<file path="src/rtl/ring_delay_line_multi.sv">
// ---------------------------------------------------------------------------
// ring_delay_line_multi
//
// Multi-lane, runtime-programmable sample delay line. All lanes share one
// ring-buffer pointer, so every lane is delayed by the same number of enabled
// samples and the lanes stay aligned. The delay D is latched from depth_i on
// a flush and is clamped to 1..MAX_DEPTH. A fill counter holds back the output
// until D samples have been stored. Until then the output is zero and the
// valid flag is low, so stale storage from an earlier run never reaches
// data_o.
//
// Ports:
//   clk_i     clock, all logic on the rising edge
//   rst_ni    asynchronous active-low reset (acts like a flush to MAX_DEPTH)
//   enable_i  advance: read one sample set and write one sample set
//   flush_i   synchronous clear; latches depth_i (wins over enable_i)
//   depth_i   requested delay D, sampled only while flush_i=1
//   data_i    input samples, lane c at bits [c*WIDTH +: WIDTH]
//   data_o    delayed samples (registered), zero until valid
//   valid_o   data_o holds a genuine delayed sample
//   fill_o    enabled samples stored since flush/reset, saturates at D
// ---------------------------------------------------------------------------
module ring_delay_line_multi #(
  parameter int WIDTH     = 8,
  parameter int CHANNELS  = 2,
  parameter int MAX_DEPTH = 8,
  localparam int DEPTH_W  = $clog2(MAX_DEPTH + 1)
) (
  input  logic                         clk_i,
  input  logic                         rst_ni,
  input  logic                         enable_i,
  input  logic                         flush_i,
  input  logic [DEPTH_W-1:0]           depth_i,
  input  logic [CHANNELS*WIDTH-1:0]    data_i,
  output logic [CHANNELS*WIDTH-1:0]    data_o,
  output logic                         valid_o,
  output logic [DEPTH_W-1:0]           fill_o
);

  localparam int DATA_W = CHANNELS * WIDTH;
  localparam int PTR_W  = $clog2(MAX_DEPTH);
  localparam logic [DEPTH_W-1:0] MAX_D = DEPTH_W'(MAX_DEPTH);

  // Storage is deliberately not reset; the fill gate hides its contents.
  logic [DATA_W-1:0]  mem_q [MAX_DEPTH];

  logic [PTR_W-1:0]   ptr_q,   ptr_d;
  logic [DEPTH_W-1:0] fill_q,  fill_d;
  logic [DEPTH_W-1:0] depth_q, depth_d;
  logic [DATA_W-1:0]  data_q,  data_d;
  logic               valid_q, valid_d;

  logic               full;
  logic               lastSlot;
  logic               advance;
  logic [DEPTH_W-1:0] depthClamped;

  // The buffer is "full" once D samples are stored; only then does the
  // slot under the pointer hold the sample from exactly D enables ago.
  assign full     = (fill_q == depth_q);
  assign lastSlot = (DEPTH_W'(ptr_q) == (depth_q - DEPTH_W'(1)));
  assign advance  = enable_i & ~flush_i;

  // Depth request limited to the legal range 1..MAX_DEPTH.
  always_comb begin
    depthClamped = depth_i;
    if (depth_i == '0) begin
      depthClamped = DEPTH_W'(1);
    end else if (depth_i > MAX_D) begin
      depthClamped = MAX_D;
    end
  end

  // Next-state logic. Flush takes priority and discards that cycle's data_i.
  // On an enable the old slot content is read before it is overwritten, and
  // the pointer wraps at D-1 so entries beyond D are never touched.
  always_comb begin
    ptr_d   = ptr_q;
    fill_d  = fill_q;
    depth_d = depth_q;
    data_d  = data_q;
    valid_d = valid_q;
    if (flush_i) begin
      ptr_d   = '0;
      fill_d  = '0;
      data_d  = '0;
      valid_d = 1'b0;
      depth_d = depthClamped;
    end else if (enable_i) begin
      data_d  = full ? mem_q[ptr_q] : '0;
      valid_d = full;
      ptr_d   = lastSlot ? '0 : (ptr_q + PTR_W'(1));
      fill_d  = full ? fill_q : (fill_q + DEPTH_W'(1));
    end
  end

  // Control and output registers; reset is equivalent to a flush to MAX_DEPTH.
  always_ff @(posedge clk_i or negedge rst_ni) begin
    if (!rst_ni) begin
      ptr_q   <= '0;
      fill_q  <= '0;
      depth_q <= MAX_D;
      data_q  <= '0;
      valid_q <= 1'b0;
    end else begin
      ptr_q   <= ptr_d;
      fill_q  <= fill_d;
      depth_q <= depth_d;
      data_q  <= data_d;
      valid_q <= valid_d;
    end
  end

  // Sample storage: one write per enabled, non-flushed cycle.
  always_ff @(posedge clk_i) begin
    if (advance) begin
      mem_q[ptr_q] <= data_i;
    end
  end

  assign data_o  = data_q;
  assign valid_o = valid_q;
  assign fill_o  = fill_q;

endmodule
</file>
<file path="config.mk">
export PLATFORM = sky130hd
export DESIGN_NAME = ring_delay_line_multi
export DESIGN_NICKNAME = d
export VERILOG_FILES = /design/src/rtl/ring_delay_line_multi.sv
export SDC_FILE = /design/constraint.sdc
export NUM_CORES = 1
export LEC_CHECK = 0
export CAP_MARGIN = 20
export CORE_UTILIZATION = 39
export CTS_BUF_LIST = sky130_fd_sc_hd__clkbuf_8
export CTS_CLUSTER_SIZE = 14
export DETAILED_ROUTE_END_ITERATION = 12
export GPL_TIMING_DRIVEN = 0
export PLACE_DENSITY = 0.57
export SLEW_MARGIN = 20
export SYNTH_ARGS = -nofsm -noshare
export SYNTH_HDL_FRONTEND = slang
export SYNTH_SLANG_ARGS = --single-unit
</file>
<file path="constraint.sdc">
create_clock -name clk_i -period 8.4 [get_ports clk_i]
set_input_delay 1.68 -clock clk_i [delete_from_list [all_inputs] [get_ports clk_i]]
set_output_delay 1.68 -clock clk_i [all_outputs]
set_load 0.05 [all_outputs]
</file>
==> qor.txt, run 1 <==
Status: completed
Most frequent cells in the layout: edfxtp_1, clkdlybuf4s50_1, mux4_2, dfrtp_1, clkbuf_8
WL/cell: 20.7 µm
Tmin final: 3.71 ns
PD cells: 213 nW/µm²
WS Path Type: in -> reg
Share of the synthesized area in the top cell type: 0.628
Gate Count Post-Synth: 308
Worst-path clk slew: 0.08 ns
Adder-Cell Fraction of Synth Area: 0.00614
IO Port Bufs: 44
Slowest stage delay, CP: 0.64 ns
M1 WL: 5620 µm
CTS tree: yes
Net Sw Frac: 0.218
Post-DP HPWL: 8320 µm
Worst min path class: reg -> reg
XOR/XNOR Fraction of Synth Area: 0.0137
Core Footprint: 15300 µm²
Max_cap viols: 0
Syn Nets: 335
Post-Route WL: 12700 µm
Site Rows: 45
Final Hold Vio Count: 0
Hold-fix buffers, CTS: 0
Relative slew slack: 0.404
Largest net degree at the start of global routing: 21
Syn Std Cell Area: 6120 µm²
Post-CTS sizing: 0
Depth of the CTS H-tree: 4
Max frequency: 269 MHz
Die ar.: 16200 µm²
CTS buffer count: 17
# fillers: 1275
Fin. max-slew vios: 0
First-pass GRT wire length: 19400 µm
Top Metal Used: met4
Psw: 345 µW
Met2 WL post-DR: 6160 µm
Unrepaired setup endpoints after global routing: no
Mux contribution to synthesized area: 0.149
Pwr Total: 1580 µW
All-Layer GR Usage: 0.170
Combinational Power Share: 0.090
Main combinational cell family by area after synthesis: multiplexers
Gpl congestion: 0.738
Synth Area in Simple Gates: 0.0313
Critical-path top delay cell: nor3_2
Crit path launch type: input pin
Number of global-route vias before repair: 3352
Sequence of cells on the critical path: clkdlybuf4s50_1 > clkbuf_1 > clkbuf_1 > nor3_2 > buf_6 > buf_4
Skew-Pair Late Insertion Delay: 0.44 ns
Top cells by area, synth: edfxtp_1, mux4_2, dfrtp_1, mux2_2, a22o_1
Overflow after GRT: 0
CP arrival: 3.86 ns
Setup TNS: 0 ns
Sequential share of power: 0.545
Avg Inst Size Synth: 19.9 µm²
Area leader, netlist: edfxtp_1
Antenna Cells: 0
Post-CTS Setup Inserts: 0
I/O pin count: 45
YS warnings: 0
Crit. End Element: flip-flop
Met3 WL: 706 µm
Fraction of layout cells with a size suffix above 1: 0.283
Via density: 5.19
Die W: 127 µm
Synthesis-to-finish area growth: 21.1%
Max IR drop VDD: 0.0947 mV
Pre-antenna DRT Iters: 4
Req. time, crit path: 8.55 ns
Commonest non-fill, non-tap cell in the layout: edfxtp_1
Nets: 414
Clock power share: 0.365
Height of the chip: 127 µm
Crit path top cell by count: clkbuf_1
Slew @ Worst Pin: 0.893 ns
Clock Sinks: 156
Yosys reg bits: 156
Drt drc: 0
Initial antenna violation count: 0
Register area share after synthesis: 0.743
Compound-Gate Fraction of Synth Area: 0.0399
Post-synth cell types: 33
Starting Density: 0.401
Period utilization: 0.442
Final setup viols: 0
Int Pwr: 1240 µW
Final cell utilization of the core: 0.486
Via count: 3173
Routed Antenna Nets: 0
CTS root buffer: clkbuf_8
CTS Buffer Depth: 2
Worst-path maximum fanout: 10
Lkg Pwr: 0.00253 µW
Worst Skew: 0.0109 ns
Initial DRC count: 127
-- stage by stage --
step | setup WS [ns] | hold slack [ns] | std cells | instance area [µm²]
5_1_grt | 4.58 | 0.529 | 611 | 7410
3_5_place_dp | 4.21 | 0.470 | 579 | 6990
4_1_cts | 4.69 | 0.502 | 611 | 7410
3_3_place_gp | 1.93 | 0.462 | 563 | 6820
2_1_floorplan | 4.36 | 0.560 | 308 | 6120
6_report | 4.69 | 0.499 | 611 | 7410
-- sequential cells by signal (all words and copies together) (netlist names) --
register and flops:
ptr_q 3, depth_q 4, fill_o 4, valid_o 1, data_o 16, mem_q 128
-- synthesized netlist by cell type, drive strengths merged --
master and number:
a31oi 1, nor2 8, clkbuf 7, dfstp 1
inv 6, a41o 1, xor2 3, and3 1
nor4 3, a22o 16, dfrtp 27, edfxtp 128
xnor2 4, nand2 7, nor3 7, buf 9
a31o 1, or3 3, mux4 32, a21oi 6
xnor3 1, mux2 17, nand4 2, ha 3
o211ai 1, o22ai 3, o21ai 3, a21o 1
nand3 4, nand2b 2
-- routing by layer --
| metal | vias up | track usage |
|---|---|---|
| met2 | 97 | 0.273 |
| li1 | 1407 | - |
| met3 | 16 | 0.0528 |
| met1 | 1653 | 0.221 |
| met5 | - | 0 |
| met4 | 0 | 0.0588 |
-- cell families (layout without fill, tap and decap cells) --
kind of cell,after synthesis,count (layout)
XOR/XNOR,8,8
AND/OR/NAND/NOR,37,37
AO/OA/AOI/OAI,33,33
adder cells (fa/ha/maj),3,3
multiplexers,49,49
flip-flops,156,156
buffers and inverters,22,114
-- layout make-up --
type	count	area (µm²)	area share
Buffer	16	78.8	0.0106
Clock buffer	21	289	0.0390
Clock inverter	11	126	0.0171
Inverter	6	22.5	0.00304
Multi-Input combinational cell	130	1510	0.204
Sequential cell	156	4550	0.614
Tap cell	211	264	0.0356
Timing Repair Buffer	60	571	0.0770
-- power groups by stage --
stage	clock, µW	sequential (µW)	combinational [µW]
global placement	0	878	137
floorplan	0	892	72.5
finish	577	861	143
global route	617	863	154
detailed placement	0	878	144
CTS	591	861	145
-- worst paths after layout --
kind / cells after the start / from / slack, ns / to
max in group asynchronous: 2 / rst_ni / 6.90 / ptr_q[0]
worst max register to register: 6 / ptr_q[1] / 5.67 / mem_q[2][10]
min in group asynchronous: 1 / rst_ni / 1.09 / depth_q[2]
worst min-delay path: 1 / valid_o / 0.50 / valid_o
worst max-delay path: 6 / flush_i / 4.69 / mem_q[0][3]
worst min register to register: 1 / valid_o / 0.50 / valid_o
-- worst max-delay path, delay by kind of cell --
kind	cells	cell delay [ns]
AND/OR/NAND/NOR	1	0.64
buffers and inverters	5	1.52
(Power assumes the default switching activity.)
==> run 2: changes to the inputs <==
PLACE_DENSITY = 0.59   (was 0.57)
clock period = 3.4 ns   (was 8.4 ns; I/O delays follow)
==> run 2 against run 1 <==
  * Flip-flop and latch count unchanged
  * Sequential power increased by 150%
  * Critical path type is now reg -> reg
  * Combinational power up 150%
==> qor.txt, run 2 (synthesis results as in run 1) <==
Crit path launch type: flip-flop
Site Rows: 45 (unchanged)
Slew @ Worst Pin: 0.843 ns (-0.0507 ns)
Final setup viols: 0 (unchanged)
Via density: 5.24 (+0.91%)
Core Footprint: 15300 µm² (unchanged)
Worst Skew: 0.0143 ns (+0.00344 ns)
Final cell utilization of the core: 0.484 (-0.00197)
Relative slew slack: 0.438 (+0.0338)
Most frequent cells in the layout: edfxtp_1, clkdlybuf4s50_1, mux4_2, dfrtp_1, clkbuf_8
Number of flip-flops in the largest register: 128 (unchanged)
Number of global-route vias before repair: 3313 (-1.2%)
Clock power share: 0.338 (-0.027)
Int Pwr: 2870 µW (+130%)
Die W: 127 µm (unchanged)
IO Port Bufs: 44 (unchanged)
Crit path top cell by count: clkbuf_1
Commonest non-fill, non-tap cell in the layout: edfxtp_1
Crit. End Element: flip-flop
Status: completed
Setup TNS: 0 ns (unchanged)
Gpl congestion: 0.784 (+6.2%)
Worst-path clk slew: 0.08 ns (about the same)
I/O pin count: 45 (unchanged)
Worst r2r src: ptr_q[1]
Starting Density: 0.401 (unchanged)
PD cells: 508 nW/µm² (+140%)
Psw: 875 µW (+150%)
Critical-path top delay cell: nor4_2
Max frequency: 373 MHz
Combinational Power Share: 0.094 (+0.004)
Height of the chip: 127 µm (unchanged)
Largest net degree at the start of global routing: 17 (-19%)
Depth of the CTS H-tree: 4 (unchanged)
Top reg by flops: mem_q
Period utilization: 0.789
Grt met2 use: 0.266 (-0.00679)
Pre-antenna DRT Iters: 4 (unchanged)
CTS root buffer: clkbuf_8
Req. time, crit path: 3.56 ns (-4.99 ns)
All-Layer GR Usage: 0.173 (+0.00244)
Via count: 3202 (+0.91%)
Met3 GRT Util: 0.0503 (-0.00251)
Tmin final: 2.68 ns
Max IR drop VDD: 0.217 mV (+130%)
FF-to-FF setup slack: 0.72 ns (-4.95 ns)
Worst-path maximum fanout: 10 (unchanged)
First-pass GRT wire length: 19800 µm (+1.8%)
Initial antenna violation count: 0 (unchanged)
Net Sw Frac: 0.233 (+0.0153)
Fin. max-slew vios: 0 (unchanged)
Drt drc: 0 (unchanged)
Post-Route WL: 12600 µm (-0.20%)
Synthesis-to-finish area growth: 20.6%
Fraction of layout cells with a size suffix above 1: 0.283 (unchanged)
Met1 track demand over resource: 0.231 (+0.00940)
Hold-fix buffers, CTS: 0 (unchanged)
Unrepaired setup endpoints after global routing: no
Die ar.: 16200 µm² (unchanged)
Sequence of cells on the critical path: clkbuf_1 > clkbuf_1 > nand2_1 > nor4_2 > buf_4 > buf_2
Routed Antenna Nets: 0 (unchanged)
WS Path Type: reg -> reg
Final Hold Vio Count: 0 (unchanged)
CTS tree: yes
Clock Sinks: 156 (unchanged)
Antenna Cells: 0 (unchanged)
Post-CTS Setup Inserts: 0 (unchanged)
Busiest grt layer: met2
Overflow after GRT: 0 (unchanged)
Post-CTS sizing: 0 (unchanged)
Worst Setup SP: ptr_q[1]
Skew-Pair Late Insertion Delay: 0.46 ns (+0.02 ns)
Sequential share of power: 0.568 (+0.023)
CTS Buffer Depth: 2 (unchanged)
WL/cell: 20.7 µm (-0.20%)
CP arrival: 2.84 ns (-1.02 ns)
Lkg Pwr: 0.00250 µW (-0.99%)
Nets: 414 (unchanged)
Worst min path class: in -> async
Slowest stage delay, CP: 0.56 ns (-0.08 ns)
CTS buffer count: 17 (unchanged)
Post-DP HPWL: 8450 µm (+1.6%)
Initial DRC count: 192 (+51%)
Max_cap viols: 0 (unchanged)
## run 2: cell count changes in the layout (fill, tap and decap cells not counted), sizes merged
cell      previous run  this run
bufinv               3         1
clkinv               5         7
clkbuf              28        26
inv                  9        10
clkinvlp             0         1
## run 2: worst max-delay path: cells and delay by family, from the launching register on
kind                   cells  cell delay [ns]
buffers and inverters      4             1.28
DFF                        1             0.35
and+or+nand+nor            2             0.76
## run 2: power by group through the flow
stage                     registers (µW)  logic (µW)  clock network [µW]
after global routing                2130         382                1360
after global placement              2170         338                   0
after floorplan                     2200         179                   0
after detailed placement            2170         356                   0
final                               2130         353                1270
after CTS                           2130         358                1300
## run 2: final timing paths
| check | to | depth (start not counted) |
|---|---|---|
| setup reg to reg | mem_q[2][9] | 6 |
| hold reg to reg | valid_o | 1 |
| min in group clk_i | valid_o | 1 |
| setup / recovery | mem_q[2][9] | 6 |
| max in group asynchronous | depth_q[3] | 2 |
| hold / removal | fill_o[0] | 1 |
## run 2: layout make-up
type / instances / area (µm²)
multi-input cells: 130 / 1510
clock inverters: 13 / 104
fillers: 1296 / 7880
clock buffers: 19 / 262
repair buffers: 60 / 591
inverters: 6 / 22.5
flip-flops and latches: 156 / 4550
plain buffers: 16 / 78.8
well taps: 211 / 264
## run 2: metal layers
layer  wire, µm  vias up
met5          0        -
met4        326        0
met3        574       26
met2       5950       94
met1       5770     1675
li1           -     1407
## run 2: per-stage QoR
| stage | setup slack [ns] | instance area (µm²) | hold WS [ns] | power (µW) | std cells |
|---|---|---|---|---|---|
| floorplan | 0.357 | 6120 | 0.384 | 2380 | 308 |
| global placement | -2.03 | 6820 | 0.462 | 2510 | 563 |
| detailed placement | 0.236 | 7010 | 0.474 | 2530 | 579 |
| CTS | 0.683 | 7380 | 0.110 | 3780 | 611 |
| global route | 0.560 | 7380 | 0.132 | 3870 | 611 |
| finish | 0.716 | 7380 | 0.140 | 3750 | 611 |
